`src/rtl/johnson_phase_monitor.sv`:
```
// Monitors a 4-bit Johnson code stream: decodes phase, checks successor order,
// tracks lock and counts completed laps and sequence errors.
//
//   state  | meaning
//   UNLOCK | no legal reference code yet, or last code was illegal
//   ACQ    | counting consecutive legal successor transitions toward lock
//   LOCKED | sequence verified; deviations raise err, 1000->0000 raises lap_pulse
module johnson_phase_monitor #(
  parameter int LOCK_N = 4,
  parameter int LAP_W  = 8,
  parameter int ERR_W  = 8
) (
  input  logic             clk,
  input  logic             n_rst,
  input  logic             smp,
  input  logic [3:0]       count,
  input  logic             clr,
  output logic [2:0]       phase,
  output logic             phase_vld,
  output logic [7:0]       phase_oh,
  output logic             locked,
  output logic             lap_pulse,
  output logic [LAP_W-1:0] lap_cnt,
  output logic             err,
  output logic [ERR_W-1:0] err_cnt
);

  typedef enum logic [1:0] {
    UNLOCK = 2'd0,
    ACQ    = 2'd1,
    LOCKED = 2'd2
  } state_t;

  localparam logic [3:0]       LOCK_C  = LOCK_N[3:0];
  localparam logic [LAP_W-1:0] LAP_ONE = {{(LAP_W-1){1'b0}}, 1'b1};
  localparam logic [ERR_W-1:0] ERR_ONE = {{(ERR_W-1){1'b0}}, 1'b1};
  localparam logic [ERR_W-1:0] ERR_MAX = {ERR_W{1'b1}};

  state_t     state, state_nxt;
  logic [3:0] acq_cnt, acq_nxt;
  logic [3:0] prev;
  logic       legal;
  logic [2:0] dec_phase;
  logic       is_succ;
  logic       lap_evt;
  logic       err_evt;

  always_comb begin
    legal     = 1'b1;
    dec_phase = 3'd0;
    case (count)
      4'b0000: dec_phase = 3'd0;
      4'b0001: dec_phase = 3'd1;
      4'b0011: dec_phase = 3'd2;
      4'b0111: dec_phase = 3'd3;
      4'b1111: dec_phase = 3'd4;
      4'b1110: dec_phase = 3'd5;
      4'b1100: dec_phase = 3'd6;
      4'b1000: dec_phase = 3'd7;
      default: legal = 1'b0;
    endcase
  end

  assign is_succ = (count == {prev[2:0], ~prev[3]});

  always_ff @(posedge clk or negedge n_rst) begin
    if (!n_rst) begin
      state   <= UNLOCK;
      acq_cnt <= 4'd0;
      prev    <= 4'b0000;
    end else begin
      state   <= state_nxt;
      acq_cnt <= acq_nxt;
      if (smp) prev <= count;
    end
  end

  always_comb begin
    state_nxt = state;
    acq_nxt   = acq_cnt;
    lap_evt   = 1'b0;
    err_evt   = 1'b0;
    if (smp) begin
      case (state)
        UNLOCK: begin
          if (legal) begin
            state_nxt = ACQ;
            acq_nxt   = 4'd0;
          end
        end
        ACQ: begin
          if (!legal) begin
            state_nxt = UNLOCK;
            acq_nxt   = 4'd0;
          end else if (is_succ) begin
            if (acq_cnt + 4'd1 == LOCK_C) begin
              state_nxt = LOCKED;
              acq_nxt   = 4'd0;
            end else begin
              acq_nxt = acq_cnt + 4'd1;
            end
          end else begin
            acq_nxt = 4'd0;
          end
        end
        LOCKED: begin
          // prev is always legal here, so a successor match implies a legal code
          if (is_succ) begin
            lap_evt = (prev == 4'b1000);
          end else begin
            err_evt   = 1'b1;
            state_nxt = legal ? ACQ : UNLOCK;
            acq_nxt   = 4'd0;
          end
        end
        default: begin
          state_nxt = UNLOCK;
          acq_nxt   = 4'd0;
        end
      endcase
    end
  end

  always_comb begin
    locked = (state == LOCKED);
  end

  always_ff @(posedge clk or negedge n_rst) begin
    if (!n_rst) begin
      phase     <= 3'd0;
      phase_vld <= 1'b0;
      phase_oh  <= 8'h00;
      lap_pulse <= 1'b0;
      err       <= 1'b0;
      lap_cnt   <= '0;
      err_cnt   <= '0;
    end else begin
      lap_pulse <= lap_evt;
      err       <= err_evt;
      if (smp) begin
        phase_vld <= legal;
        if (legal) begin
          phase    <= dec_phase;
          phase_oh <= 8'd1 << dec_phase;
        end else begin
          phase_oh <= 8'h00;
        end
      end
      if (clr) begin
        lap_cnt <= '0;
        err_cnt <= '0;
      end else begin
        if (lap_evt) lap_cnt <= lap_cnt + LAP_ONE;
        if (err_evt && err_cnt != ERR_MAX) err_cnt <= err_cnt + ERR_ONE;
      end
    end
  end

endmodule

```
`config.mk`:
```
export PLATFORM = sky130hd
export DESIGN_NAME = johnson_phase_monitor
export DESIGN_NICKNAME = d
export VERILOG_FILES = /design/src/rtl/johnson_phase_monitor.sv
export SDC_FILE = /design/constraint.sdc
export NUM_CORES = 1
export LEC_CHECK = 0
export CORE_ASPECT_RATIO = 1.4
export CORE_UTILIZATION = 56
export CTS_BUF_LIST = sky130_fd_sc_hd__clkbuf_16
export DETAILED_ROUTE_END_ITERATION = 7
export PLACE_DENSITY = 0.8
export REMOVE_ABC_BUFFERS = 1
export SLEW_MARGIN = 20
export SYNTH_ARGS = -nofsm -noshare
export SYNTH_HDL_FRONTEND = slang
export SYNTH_SLANG_ARGS = --single-unit
```
`constraint.sdc`:
```
create_clock -name clk -period 5.75 [get_ports clk]
set_input_delay 1.15 -clock clk [delete_from_list [all_inputs] [get_ports clk]]
set_output_delay 1.15 -clock clk [all_outputs]
set_load 0.03 [all_outputs]
```
**Yosys cells after proc, flatten, opt, wreduce, memory -nomap -nowiden**

Cells that the tools add are included.

- Bits in registers: 40
- Output and inout bits: 31
- Logic and storage cells: 67
- Input bits: 8
- Latch bits: 0
- Memories: 0
- RAM bits: 0
- Memory bits (read-only): 0

- Magnitude comparators: 0
- Divide/modulo/power cells: 0
- Multiply operators: 0
- Reductions and logical operators: 9
- Shift operators: 1
- Bitwise gates (word level): 1
- Mux-type cells: 26
- Equality and inequality tests: 17
- $add $sub $neg: 3

Operators with widths:

| operator | number |
|---|---|
| 8-bit 2-to-1 mux | 5 |
| 3-bit case mux with 7 select lines | 1 |
| 4-bit equality test (second input constant) | 5 |
| 4-bit 2-to-1 mux | 5 |
| 8-bit by 1-bit adder with 8-bit output (second input constant) | 2 |
| 4-bit case mux with 3 select lines | 1 |
| 2-bit 2-to-1 mux | 5 |
| 4-bit by 3-bit equality test with 1-bit output (second input constant) | 2 |
| 1-bit 2-to-1 mux | 8 |
| 8-bit inequality test (second input constant) | 1 |
| 8-bit OR reduction | 1 |
| 1-bit by 3-bit << shifter with 8-bit output (first input constant) | 1 |
| 3-bit inequality test (second input constant) | 2 |
| 2-bit case mux with 3 select lines | 1 |
| 5-bit AND reduction | 1 |
| 4-bit by 1-bit adder with 4-bit output (second input constant) | 1 |
| 4-bit by 1-bit equality test with 1-bit output (second input constant) | 1 |
| 4-bit by 2-bit equality test with 1-bit output (second input constant) | 1 |
| 4-bit equality test | 1 |
| 4-bit logical NOT | 1 |
| 2-bit inequality test (second input constant) | 2 |
| 2-bit nonzero test | 2 |
| 3-bit AND reduction | 1 |
| 2-bit by 1-bit equality test with 1-bit output (second input constant) | 1 |
| 5 further kinds | 5 |

**Longest topological paths before layout**

- Depth after elaboration: 8
- Gate-level depth with buffers: 7

**Least setup slack after synthesis**

Ideal clock, no wire load.

- Path type: input -> register
- Start point: input port count[3]
- End point: register acq_cnt[3]
- Stages on the path: 7
- Setup slack: 3.013 ns
- Arrival time: 2.607 ns
- Data required time: 5.620 ns
- Library setup time: 0.130 ns
- Buffers on the path: 2
- Cell sequence: buf_6 xor2_1 or4_1 buf_4 o221ai_2 nand2b_1 o31ai_2

- Cells in the longest elaborated chain, start to end: 5
- Elaborated cells between the ends (all ways): 17

RTL lines:

| element | line | source |
|---|---|---|
| from (decl) | 16 | `input logic [3:0] count,` |
| 4-bit equality test, or another cell as far along | 51 | `case (count)` |
| 8-bit OR reduction (no line) | n/a |  |
| 1-bit 2-to-1 mux | 51 |  |
| 4-bit 2-to-1 mux / 2-bit inequality test (equally long branches) | n/a |  |
| 4-bit case mux with 3 select lines / 3-bit AND reduction (equally long branches) | n/a |  |
| to (signal assigned) | 73 | `acq_cnt <= acq_nxt;` |
| to (decl) | 40 | `logic [3:0] acq_cnt, acq_nxt;` |

Several ways; a longest one is shown, not always the timed one.
A chain may end at the register's enable or synchronous reset.

**Final worst setup path**

Ends and elaborated chain as after synthesis.

==> impl_metrics.csv <==
group,metric,value,unit
cells_and_area,syn2layout_area_growth,24.70,%
critical_path,r2r_end,"acq_cnt[3]",
sta,finalCritPeriodShare,0.6176,
min_path,hold_class,"reg2reg",
global_route,gr-usage-all-layers,0.2279,
clock_tree,cts_resized,0,
clock_tree,clk_pin_slew,0.06,ns
clock_tree,cts_sinks,40,
cells_and_area,final_common_cell,"dfrtp_1",
clock_tree,cts_buffers,5,
clock_tree,cts_tree,"built",
critical_path,required,5.91,ns
global_route,grt_overflow_total,0,
global_route,grt_pass1_vias,1582,
clock_tree,clockBufferDepth,2,
floorplan,dieArea,4174,sq um
min_path,whs_endpoint,"phase_vld",
critical_path,regToRegSetupSlack,3.49,ns
yosys,ys_seq_area_frac,0.4564,
power,p_seq_frac,0.432,
power,p_int,528.7,uW
power,p_per_area,254.6,nW/um^2
job,cap_violations,0,
sta,rsz0062_at_grt,"no",
detailed_routing,drt-pass1-iter-count,5,
detailed_routing,viasPerCell,5.612,
floorplan,initial_core_util,0.5914,
yosys,syn_area_per_cell,9.880,sq um
floorplan,ios,39,
floorplan,die_w,54.89,um
sta,period_needed,3.551,ns
floorplan,design.core.area,3709,sq um
clock_tree,post_cts_buffers,0,
critical_path,cpPeakStageDelay,0.85,ns
power,clockPowerShare,0.444,
global_route,antenna_found_initial,0,
sta,worst_pin_slew,0.8639,ns
cells_and_area,fillers,276,
yosys,synthDistinctLibCells,51,
sta,finClkSkew,0.003903,ns
min_path,min-delay-start,"phase_vld",
sta,drv_slew,0,
outcome,status,"finished clean",
critical_path,cp_data_arrival_time,3.71,ns
sta,fmax,0.2816,GHz
power,p_leak,1.132,nW
global_route,grt_start_max_net_pins,41,
power,peakVddDrop,0.0002677,V
yosys,yosys_warnings,0,
detailed_routing,drt-initial-drc-count,27,
min_path,hold_depth,1,
clock_tree,htreeDepth,2,
cells_and_area,multi_input_area,1071,sq um
sta,setup_viol,0,
floorplan,fp-row-count,26,
clock_tree,cts-root-buf,"clkbuf_16",
detailed_routing,ant_nets,0,
place,numPortBuffers,38,
power,p_switching,167.6,uW
cells_and_area,seq_area,1001,sq um
sta,max_slew_margin,0.4241,
global_route,grt_pass1_wl,7031,um
clock_tree,clk_latency,0.28,ns
place,place.gp.congestion,0.7802,
yosys,syn-cell-area,2193,sq um
cells_and_area,drive_above_1_share,0.09339,
power,totalPowerFinal,696.2,uW
power,p_comb_frac,0.124,
critical_path,worstReg2RegStart,"prev[0]",
critical_path,critPathMaxFanout,18,
clock_tree,postCtsHoldBufs,0,
detailed_routing,drcViolationCount,0,
place,dp_hpwl,2787,um
power,p_sw_frac,0.2407,
critical_path,r2r_cells,5,
critical_path,crit_slowest_cell,"clkdlybuf4s50_1",
yosys,syn_inst,222,
critical_path,crit_chain,"clkdlybuf4s50_1 > xor2_1 > or4_1 > o221ai_2 > nand2b_1 > o31ai_2",
sta,final_hold_viol_count,0,
sta,setup_tns,0,ns
detailed_routing,num_vias,1678,
cells_and_area,num-nets-final,268,
yosys,ys_ff_latch,40,
floorplan,die-height,76.05,um
cells_and_area,num_antenna_cells,0,
detailed_routing,drt-total-wl,4083,um
critical_path,cp-end-kind,"flip-flop",
critical_path,start_kind,"input pin",
cells_and_area,final_cell_mix,"dfrtp_1 (40), clkdlybuf4s50_1 (37), nor2_1 (20)",
detailed_routing,wl_per_cell,13.66,um
critical_path,worstSetupPathType,"in2reg",
[layout make-up]
class	instances	share of cell area
inverters	17	0.02333
well taps	42	0.01921
clock buffers	5	0.04575
flip-flops and latches	40	0.3660
repair buffers	39	0.1400
clock inverters	3	0.01418
multi-input cells	153	0.3916
[cell usage after synthesis (all sizes together)]
master	n	area share
dfrtp	40	0.46
nor2	21	0.037
o21ai	21	0.048
inv	17	0.029
xnor2	13	0.052
nand2	10	0.017
nand3	10	0.023
nor4	8	0.039
clkbuf	7	0.012
mux2	6	0.031
nand4	6	0.017
buf	5	0.014
nor3	5	0.017
ha	4	0.023
mux2i	4	0.018
nand2b	4	0.011
xor2	4	0.016
a21oi	3	0.0068
and2	3	0.0086
nand4b	3	0.012
nor4b	3	0.019
o22ai	3	0.0086
a21boi	2	0.0068
and3	2	0.0057
nor2b	2	0.0057
o31ai	2	0.0091
a211oi	1	0.0034
a21o	1	0.0034
a22oi	1	0.0034
a311oi	1	0.0040
a31oi	1	0.0029
a41o	1	0.0046
and3b	1	0.0040
nand3b	1	0.0034
nor3b	1	0.0057
o221ai	1	0.0068
o22a	1	0.0040
or2	1	0.0029
or4	1	0.0034
or4bb	1	0.0051
[critical path: cells and delay by family]
kind	cells	cell delay [ns]
compound gates	2	0.49
xor+xnor	1	0.19
simple gates	2	1.03
buf+inv	1	0.85
[state kept, by name, summed over array words and instances (netlist names)]
signal	cells
lap_cnt	8
err	1
phase	3
lap_pulse	1
phase_vld	1
acq_cnt	4
phase_oh	8
err_cnt	8
state	2
prev	4
[worst max path at each step]
stage | startpoint | to | cells after the start
detailed placement | count[3] | acq_cnt[3] | 6
CTS | count[3] | acq_cnt[3] | 6
global route | count[3] | acq_cnt[3] | 6
floorplan | count[1] | acq_cnt[3] | 5
finish | count[3] | acq_cnt[3] | 6
global placement | count[3] | acq_cnt[3] | 6
[power groups by stage]
stage,clock network [mW],registers [mW],logic (mW)
after global placement,0,0.305,0.0849
after detailed placement,0,0.305,0.0871
after CTS,0.315,0.301,0.0874
final,0.309,0.301,0.0862
after floorplan,0,0.318,0.0335
after global routing,0.327,0.302,0.0951
[per-stage QoR]
stage / util / cells / area, sq um / hold WS (ns) / setup slack, ns
6_report: 0.7375 / 299 / 2735 / 0.5150 / 2.199
3_5_place_dp: 0.6933 / 291 / 2571 / 0.4994 / 1.914
2_1_floorplan: - / 210 / 2136 / 0.4905 / 2.900
5_1_grt: 0.7375 / 299 / 2735 / 0.5301 / 2.011
4_1_cts: 0.7375 / 299 / 2735 / 0.5114 / 2.190
3_3_place_gp: 0.6933 / 291 / 2571 / 0.4937 / 1.970
[per-layer routing]
metal  track usage  routed length, um  vias to the layer above
met4       0.09750                 76                        0
met2        0.3711               2079                       32
met3       0.04790                109                        7
li1              -                  -                      847
met1        0.2784               1817                      792
met5             0                  0                        -
[cells by family after synthesis]
group | Yosys count | synth area share
simple gates | 83 | 0.2367
flops | 40 | 0.4564
xor+xnor | 17 | 0.06788
compound gates | 39 | 0.1118
buf+inv | 29 | 0.05534
fa+ha+maj | 4 | 0.02282
mux | 10 | 0.04906
Note: power is estimated with default switching activity, not from simulation.
